[src/rtl/lcd_pkg.sv]
`default_nettype none
// ============================================================================
//  Module      : lcd_pkg
//  Description : Shared constants and types for the LCD field writers:
//                ASCII codes, BCD word width and the field-writer state
//                encoding.
//  Revision    : 1.0 - initial release
// ============================================================================
package lcd_pkg;

   // Packed BCD word width produced by the 12-bit binary-to-BCD converter
   localparam int BCD_W = 16;

   localparam logic [7:0] CHAR_ZERO  = 8'h30;
   localparam logic [7:0] CHAR_SPACE = 8'h20;
   localparam logic [7:0] CHAR_QMARK = 8'h3F;

   // Field-writer state encoding; code 3 is unused and recovers to IDLE
   localparam logic [1:0] ST_IDLE = 2'd0;
   localparam logic [1:0] ST_EMIT = 2'd1;
   localparam logic [1:0] ST_DONE = 2'd2;

   typedef enum logic [1:0] {
      S_IDLE = ST_IDLE,
      S_EMIT = ST_EMIT,
      S_DONE = ST_DONE
   } state_t;

endpackage
`default_nettype wire

[src/rtl/bcd_digit_to_ascii.sv]
`default_nettype none
// ============================================================================
//  Module      : bcd_digit_to_ascii
//  Description : Combinational mapping of one BCD nibble to an LCD character,
//                with optional leading-zero blanking and error detection.
//  Ports       : nibble       - BCD digit to convert
//                blank_en     - leading-zero blanking enabled
//                is_last      - this is the rightmost digit (never blanked)
//                seen_nonzero - a nonzero digit was already emitted
//                ascii_char   - character to write
//                is_err       - nibble is not a decimal digit (> 9)
//  Revision    : 1.0 - initial release
// ============================================================================
module bcd_digit_to_ascii
   import lcd_pkg::*;
#(
   parameter logic [7:0] BLANK_CHAR = CHAR_SPACE,
   parameter logic [7:0] ERR_CHAR   = CHAR_QMARK
) (
   input  logic [3:0] nibble,
   input  logic       blank_en,
   input  logic       is_last,
   input  logic       seen_nonzero,
   output logic [7:0] ascii_char,
   output logic       is_err
);

   always_comb begin
      is_err     = (nibble > 4'd9);
      ascii_char = CHAR_ZERO + {4'h0, nibble};
      if (is_err) begin
         ascii_char = ERR_CHAR;
      end else if (blank_en && (nibble == 4'd0) && !seen_nonzero && !is_last) begin
         ascii_char = BLANK_CHAR;
      end
   end

endmodule
`default_nettype wire

[src/rtl/bcd_to_lcd_chars.sv]
`default_nettype none
// ============================================================================
//  Module      : bcd_to_lcd_chars
//  Description : Writes one packed-BCD field into the LCD character buffer,
//                one character per digit, most significant digit first,
//                with leading-zero blanking and ready/valid back-pressure.
//  Ports       : clk, rst_n            - clock, async active-low reset
//                bcd_in_valid/bcd_in   - field value (digit 0 in low nibble)
//                field_addr            - buffer address of leftmost char
//                in_ready              - idle, a new field can be accepted
//                char_valid/addr/data  - character write request
//                char_ready            - buffer accepts current character
//                field_done/field_err  - end-of-field pulse and error flag
//  Revision    : 1.0 - initial release
// ============================================================================
module bcd_to_lcd_chars
   import lcd_pkg::*;
#(
   parameter int         NUM_DIGITS = 4,
   parameter int         ADDR_W     = 8,
   parameter logic [7:0] BLANK_CHAR = 8'h20,
   parameter logic [7:0] ERR_CHAR   = 8'h3F,
   parameter bit         LZ_BLANK   = 1'b1
) (
   input  logic                    clk,
   input  logic                    rst_n,
   input  logic                    bcd_in_valid,
   input  logic [4*NUM_DIGITS-1:0] bcd_in,
   input  logic [ADDR_W-1:0]       field_addr,
   output logic                    in_ready,
   output logic                    char_valid,
   output logic [ADDR_W-1:0]       char_addr,
   output logic [7:0]              char_data,
   input  logic                    char_ready,
   output logic                    field_done,
   output logic                    field_err
);

   localparam int W     = 4 * NUM_DIGITS;
   localparam int CNT_W = $clog2(NUM_DIGITS + 1);
   localparam logic [CNT_W-1:0] c_last_cnt = CNT_W'(NUM_DIGITS - 1);

   state_t              r_state;
   logic [W-1:0]        r_shift;
   logic [ADDR_W-1:0]   r_base;
   logic [CNT_W-1:0]    r_digit_cnt;
   logic                r_seen_nz;
   logic                r_err_acc;
   logic                r_char_valid;
   logic [ADDR_W-1:0]   r_char_addr;
   logic [7:0]          r_char_data;
   logic                r_field_done;
   logic                r_field_err;

   logic [3:0]          w_cur_nib;
   logic                w_cur_err;
   logic                w_cur_nz;
   logic                w_last;
   logic [W-1:0]        w_shift_next;
   logic [CNT_W-1:0]    w_cnt_next;
   logic [ADDR_W-1:0]   w_next_addr;
   logic [3:0]          w_cv_nib;
   logic                w_cv_seen;
   logic                w_cv_last;
   logic [7:0]          w_cv_char;
   logic                w_cv_err;

   assign w_cur_nib    = r_shift[W-1 -: 4];
   assign w_cur_err    = (w_cur_nib > 4'd9);
   assign w_cur_nz     = |w_cur_nib;
   assign w_last       = (r_digit_cnt == c_last_cnt);
   assign w_shift_next = r_shift << 4;
   assign w_cnt_next   = r_digit_cnt + CNT_W'(1);
   assign w_next_addr  = r_base + ADDR_W'(w_cnt_next);

   // One converter serves both the first character (straight from bcd_in at
   // accept) and every following character (the nibble that will be on top
   // after the current handshake shifts the register).
   always_comb begin
      w_cv_nib  = bcd_in[W-1 -: 4];
      w_cv_seen = 1'b0;
      w_cv_last = (NUM_DIGITS == 1);
      if (r_state == S_EMIT) begin
         w_cv_nib  = w_shift_next[W-1 -: 4];
         w_cv_seen = r_seen_nz | w_cur_nz;
         w_cv_last = (w_cnt_next == c_last_cnt);
      end
   end

   bcd_digit_to_ascii #(
      .BLANK_CHAR (BLANK_CHAR),
      .ERR_CHAR   (ERR_CHAR)
   ) u_digit (
      .nibble       (w_cv_nib),
      .blank_en     (LZ_BLANK),
      .is_last      (w_cv_last),
      .seen_nonzero (w_cv_seen),
      .ascii_char   (w_cv_char),
      .is_err       (w_cv_err)
   );

   always_ff @(posedge clk or negedge rst_n) begin
      if (!rst_n) begin
         r_state      <= S_IDLE;
         r_shift      <= '0;
         r_base       <= '0;
         r_digit_cnt  <= '0;
         r_seen_nz    <= 1'b0;
         r_err_acc    <= 1'b0;
         r_char_valid <= 1'b0;
         r_char_addr  <= '0;
         r_char_data  <= '0;
         r_field_done <= 1'b0;
         r_field_err  <= 1'b0;
      end else begin
         case (r_state)
            S_IDLE: begin
               r_field_done <= 1'b0;
               r_field_err  <= 1'b0;
               if (bcd_in_valid) begin
                  r_shift      <= bcd_in;
                  r_base       <= field_addr;
                  r_digit_cnt  <= '0;
                  r_seen_nz    <= 1'b0;
                  r_err_acc    <= 1'b0;
                  r_char_valid <= 1'b1;
                  r_char_addr  <= field_addr;
                  r_char_data  <= w_cv_char;
                  r_state      <= S_EMIT;
               end
            end
            S_EMIT: begin
               if (char_ready) begin
                  r_shift     <= w_shift_next;
                  r_digit_cnt <= w_cnt_next;
                  r_seen_nz   <= r_seen_nz | w_cur_nz;
                  r_err_acc   <= r_err_acc | w_cur_err;
                  if (w_last) begin
                     // Done pulse is visible during the DONE cycle itself
                     r_char_valid <= 1'b0;
                     r_field_done <= 1'b1;
                     r_field_err  <= r_err_acc | w_cur_err;
                     r_state      <= S_DONE;
                  end else begin
                     r_char_addr <= w_next_addr;
                     r_char_data <= w_cv_char;
                  end
               end
            end
            S_DONE: begin
               r_field_done <= 1'b0;
               r_field_err  <= 1'b0;
               r_state      <= S_IDLE;
            end
            default: begin
               r_char_valid <= 1'b0;
               r_field_done <= 1'b0;
               r_field_err  <= 1'b0;
               r_state      <= S_IDLE;
            end
         endcase
      end
   end

   assign in_ready   = (r_state == S_IDLE);
   assign char_valid = r_char_valid;
   assign char_addr  = r_char_addr;
   assign char_data  = r_char_data;
   assign field_done = r_field_done;
   assign field_err  = r_field_err;

endmodule
`default_nettype wire

[config.mk]
export PLATFORM = sky130hd
export DESIGN_NAME = bcd_to_lcd_chars
export DESIGN_NICKNAME = d
export VERILOG_FILES = /design/src/rtl/lcd_pkg.sv /design/src/rtl/bcd_digit_to_ascii.sv /design/src/rtl/bcd_to_lcd_chars.sv
export SDC_FILE = /design/constraint.sdc
export NUM_CORES = 1
export LEC_CHECK = 0
export ABC_AREA = 0
export CORE_MARGIN = 2
export CORE_UTILIZATION = 51
export CTS_CLUSTER_SIZE = 16
export DETAILED_ROUTE_END_ITERATION = 6
export PLACE_DENSITY = 0.9
export SETUP_SLACK_MARGIN = 0.15
export SLEW_MARGIN = 0
export SYNTH_ARGS = -nofsm -noshare
export SYNTH_HDL_FRONTEND = slang
export SYNTH_SLANG_ARGS = --single-unit
[constraint.sdc]
create_clock -name clk -period 2.57 [get_ports clk]
set_clock_uncertainty 0.1 [all_clocks]
set_input_delay 0.514 -clock clk [delete_from_list [all_inputs] [get_ports clk]]
set_output_delay 0.514 -clock clk [all_outputs]
set_load 0.1 [all_outputs]
Word level (Yosys, flattened, before mapping)
Cells that the tools add are included.
{ "totals": {"out_inout_bits": 20, "inputBits": 28, "ff_bits": 50} }
{ "op_classes": {"reduce_logical": 14, "n_bitwise": 3, "muxes": 38, "n_addsub": 3, "n_eq_ne": 8, "magnitude_cmp": 2} }
{ "op_table": {"columns": ["op", "n"], "rows": [
  ["$mux 8", 8],
  ["$mux 16", 2],
  ["$pmux 16 s2", 1],
  ["$pmux 8 s2", 2],
  ["$mux 1", 14],
  ["$add 8x3->8", 1],
  ["$gt 4x4->1 const B", 2],
  ["$ne 2x2->1 const B", 4],
  ["$reduce_and 4->1", 2],
  ["$add 6x4->7 const A", 1],
  ["$eq 3x2->1 const B", 2],
  ["$mux 2", 3],
  ["$mux 3", 2],
  ["$pmux 3 s2", 1],
  ["$reduce_and 3->1", 2],
  ["$logic_not 4->1", 1],
  ["$mux 4", 1],
  ["$pmux 1 s2", 2],
  ["$pmux 2 s2", 1],
  ["$reduce_and 2->1", 2],
  ["$reduce_or 4->1", 1],
  ["$add 3x1->3 const B", 1],
  ["$pmux 1 s3", 1],
  ["$eq 2x1->1 const B", 1],
  ["7 further kinds", 10]
]} }

Depth between registers and ports, before layout
{ "depth": {"ltp_word": 11, "mapped_depth": 8} }

Modules after synthesis
Synthesis repeated with hierarchy kept, for this count alone.
{ "hier_totals": {"cells_unflattened": 257, "hier_area_um2": 2484.9} }
{ "modules_own_cells": {"columns": ["mod", "area_each_um2", "n_inst", "cells_each"], "rows": [
  ["bcd_to_lcd_chars", 2402.3, 1, 244],
  ["bcd_digit_to_ascii", 82.6, 1, 13]
]} }

Worst setup path after synthesis
OpenSTA, ideal clock, no wires.
{ "synth_timing": {"kind": "register to output", "startpoint": "register r_state[1]", "endpoint": "output port in_ready", "path_slack_ps": 203, "required_time_ps": 1956, "t_arrival_ps": 1753, "n_path_buf": 1, "stages_incl_launch_ff": 3, "path_cell_list": "dfrtp_1 buf_4 nor2_1"} }
{ "synth_between": {"elab_chain_len": 1} }
{ "synth_lines": {"columns": ["item", "line", "text"], "rows": [
  ["start: declaration", "bcd_to_lcd_chars.sv:43", "state_t r_state;"],
  ["start signal: assignment", "bcd_to_lcd_chars.sv:104", "r_state <= S_IDLE;"],
  ["start signal: assignment", "bcd_to_lcd_chars.sv:129", "r_state <= S_EMIT;"],
  ["start signal: assignment", "bcd_to_lcd_chars.sv:143", "r_state <= S_DONE;"],
  ["$logic_not 2->1", "bcd_to_lcd_chars.sv:165", "assign in_ready = (r_state == S_IDLE);"],
  ["end: declaration", "bcd_to_lcd_chars.sv:30", "output logic in_ready,"]
]} }
No other way between the ends.

Worst setup path in the final report
{ "layout_timing": {"startpoint": "register r_digit_cnt[0]", "endpoint": "register r_char_addr[4] (netlist: char_addr[4])"} }
{ "layout_between": {"elab_chain_len": 5} }
{ "layout_lines": {"columns": ["item", "line", "text"], "rows": [
  ["start: declaration", "bcd_to_lcd_chars.sv:46", "logic [CNT_W-1:0] r_digit_cnt;"],
  ["start signal: assignment", "bcd_to_lcd_chars.sv:135", "r_digit_cnt <= w_cnt_next;"],
  ["$add 3x1->3", "bcd_to_lcd_chars.sv:73", "assign w_cnt_next = r_digit_cnt + CNT_W'(1);"],
  ["$add 8x3->8", "bcd_to_lcd_chars.sv:74", "assign w_next_addr = r_base + ADDR_W'(w_cnt_next);"],
  ["$mux 8", "bcd_to_lcd_chars.sv:138", "if (w_last) begin"],
  ["$mux 8", "bcd_to_lcd_chars.sv:133", "if (char_ready) begin"],
  ["$pmux 8 s2", "bcd_to_lcd_chars.sv:116", "case (r_state)"],
  ["end signal: assignment", "bcd_to_lcd_chars.sv:127", "r_char_addr <= field_addr;"],
  ["end signal: assignment", "bcd_to_lcd_chars.sv:145", "r_char_addr <= w_next_addr;"],
  ["end: declaration", "bcd_to_lcd_chars.sv:50", "logic [ADDR_W-1:0] r_char_addr;"]
]} }
Parallel ways exist; a longest one is shown, timed or not. The select of a mux whose other input is x is not followed.
A chain may end at the register's enable or synchronous reset.

==> results.py <==
metrics = {
    "worst_setup_path": {
        "cp_top_family": "simple AND/OR/NAND/NOR gates",
        "crit_path_end_kind": "flip-flop",
        "worstPathMaxFanout": 9,
        "cp_slowest_stage_delay_ns": 0.43,
        "slowest_stage": "nand4bb_1",
        "reg2reg_depth": 6,
        "critical_path.cell_chain": "ha_1 > ha_1 > nand4bb_1 > and2_1 > a22oi_1 > o21ai_0",
        "crit_buf_inv": 0,
        "r2r_slack_ns": 0.36,
        "cp-start-kind": "flip-flop",
        "crit_top_cell": "ha_1",
        "cp_data_arrival_time_ns": 2.28,
        "critical_path_class": "flip-flop to flip-flop",
        "crit_path_start": "r_digit_cnt[0]$_DFFE_PN0P_",
        "r2r_end": "char_addr[4]$_DFFE_PN0P_",
        "cp.depth": 6,
        "crit_path_end": "char_addr[4]$_DFFE_PN0P_",
        "required_ns": 2.64,
        "r2r-start": "r_digit_cnt[0]$_DFFE_PN0P_",
    },
    "die": {
        "design.core.area_um2": 4410,
        "die_w_um": 72.0,
        "start_util": 0.533,
        "ios": 48,
        "rows": 24,
        "die_h_um": 72.0,
        "dieArea_um2": 5180,
    },
    "clock_network": {
        "cts_root_buf": "clkbuf_8",
        "clock_latency_ns": 0.30,
        "cts_sinks": 48,
        "clockBufferDepth": 2,
        "clkTransAtPathRegs_ns": 0.09,
        "cts_buffers": 5,
        "cts_tree": "built",
        "post_cts_buffers": 0,
        "ctsHtreeMaxLevel": 2,
    },
    "finish": {
        "final_core_util": 0.644,
        "layout-drive-gt1-share": 0.137,
        "layout-area-overhead-vs-synth_pct": 20.8,
        "diodes": 0,
        "fin_nets": 318,
        "layout.cells.non_filler": 336,
        "n_fill_cell": 351,
    },
    "synth": {
        "synth_area_per_cell_um2": 9.81,
        "synth_common_cells": "nand2_1 (53), dfrtp_1 (48), nor2_1 (21)",
        "netlist_instances": 240,
        "yosys.area.top_type": "dfrtp_1",
        "synth_ff_type": "dfrtp_1",
        "yosys.cell_count.top_type": "nand2_1",
        "synth_edf_count": 0,
        "yosysWarnings": 0,
        "yosys.area.top_type_share": 0.510,
        "synth.distinct_cells": 45,
        "ys_ff_latch": 48,
        "yosysSeqAreaShare": 0.510,
        "async_flop_share": 1.00,
        "syn_area_um2": 2350,
        "ys_top_cells_by_area": "dfrtp_1 (51%), nand2_1 (8.4%), nor2_1 (3.3%)",
    },
    "global_route": {
        "antenna_found_initial": 0,
        "grt_overflow": 0,
        "grt_first_pass_wirelength_um": 8780,
        "grt_pass1_vias": 1895,
        "grt_max_degree": 49,
        "track_usage": 0.219,
    },
    "timing": {
        "fmax_mhz": 453,
        "worst_pin_slew_ns": 0.600,
        "post-route-min-period_ns": 2.21,
        "whs_ns": 0.203,
        "post-route-period-util": 0.859,
        "rsz0062_at_grt": "no",
        "hold_viol_final": 0,
        "tns_ns": 0,
        "relSlewSlack": 0.600,
        "setup_viol_count_final": 0,
        "drv_slew": 0,
    },
    "detailed_routing": {
        "vias": 1925,
        "drcViolationCount": 0,
        "via_per_inst": 5.73,
        "wl_um": 5280,
        "wire_per_inst_um": 15.7,
        "antenna_left": 0,
        "first_pass_iters": 4,
        "drt_iter0_markers": 168,
    },
    "place": {
        "dp.cells": 328,
        "portBuffers": 45,
        "gp_congestion": 0.790,
        "dp_hpwl_um": 3750,
    },
    "job": {
        "max_cap_violations": 0,
    },
    "worst_hold_path": {
        "hold_class": "input port to asynchronous set/reset pin",
    },
    "run_status": {
        "status": "finished clean",
    },
}
[cell type report]
type / instances / area, um2 / area share
sequential: 48 / 1200 / 0.422
multi-input combinational: 173 / 1030 / 0.363
timing repair buffer: 50 / 438 / 0.154
clock buffer: 8 / 90.1 / 0.0317
tap: 52 / 65.1 / 0.0229
inverter: 5 / 18.8 / 0.00660
[state kept, by name, summed over array words and instances (netlist names)]
name,cells
char_addr,8
char_data,6
char_valid,1
field_done,1
field_err,1
r_base,8
r_digit_cnt,3
r_err_acc,1
r_seen_nz,1
r_shift,16
r_state,2
[timing repair]
action	in CTS	in global routing
endpoints found under the setup margin	0	1
hold endpoints to repair	0	0
hold buffers	0	0
gates resized for setup	0	1
[cells in the final DEF (no fill, tap or decap), drive strengths merged, types with 2 or more instances in the layout]
cell           instances
nor2                  21
o21ai                 12
o211ai                 4
dfrtp                 48
clkbuf                 8
mux2i                  5
inv                    5
a31oi                 10
a21oi                 14
nand2                 55
nand2b                 2
nor4                   2
buf                   24
nor2b                  2
nor3b                  2
ha                     6
xnor2                  5
a22oi                  3
o21a                   4
nor3                   4
clkdlybuf4s50         26
conb                   2
a22o                   4
[kinds of logic (layout without fill, tap and decap cells)]
logic type | Yosys count | in the layout | share of synthesized area
AO/OA/AOI/OAI | 58 | 58 | 0.158
XOR/XNOR | 5 | 5 | 0.0186
adder cells (fa/ha/maj) | 7 | 7 | 0.0404
buffers and inverters | 20 | 63 | 0.0558
flip-flops | 48 | 48 | 0.510
multiplexers | 5 | 5 | 0.0266
other | 1 | 2 | 0.00159
AND/OR/NAND/NOR | 96 | 96 | 0.189
[per-stage QoR]
stage	setup WS (ns)	cell area, um2
6_report	0.361	2840
5_1_grt	0.224	2840
4_1_cts	0.335	2840
3_5_place_dp	0.280	2750
3_3_place_gp	0.312	2750
2_1_floorplan	0.203	2360
[metal layers]
layer  vias to the layer above  GRT usage  wire length [um]
li1                        908          -                 -
met1                       959      0.294              2270
met2                        52      0.363              2670
met3                         6     0.0347               245
met4                         0     0.0797                85
met5                         -          0                 0
[how the worst min path moves through the flow]
| stage | startpoint | end | slack (ns) | depth (start not counted) |
|---|---|---|---|---|
| 6_report | rst_n | field_done$_DFFE_PN0P_ | 0.20 | 2 |
| 5_1_grt | rst_n | field_done$_DFFE_PN0P_ | 0.27 | 2 |
| 4_1_cts | rst_n | r_state[1]$_DFFE_PN0P_ | 0.23 | 2 |
| 3_5_place_dp | char_data[5]$_DFFE_PN0P_ | char_data[5]$_DFFE_PN0P_ | 0.35 | 1 |
| 3_3_place_gp | char_data[5]$_DFFE_PN0P_ | char_data[5]$_DFFE_PN0P_ | 0.36 | 1 |
| 2_1_floorplan | rst_n | char_addr[0]$_DFFE_PN0P_ | 0.12 | 0 |
Power is left out: the tool's default activity adds up to more than one toggle a clock period on the data nets, which glitch-free logic cannot reach.
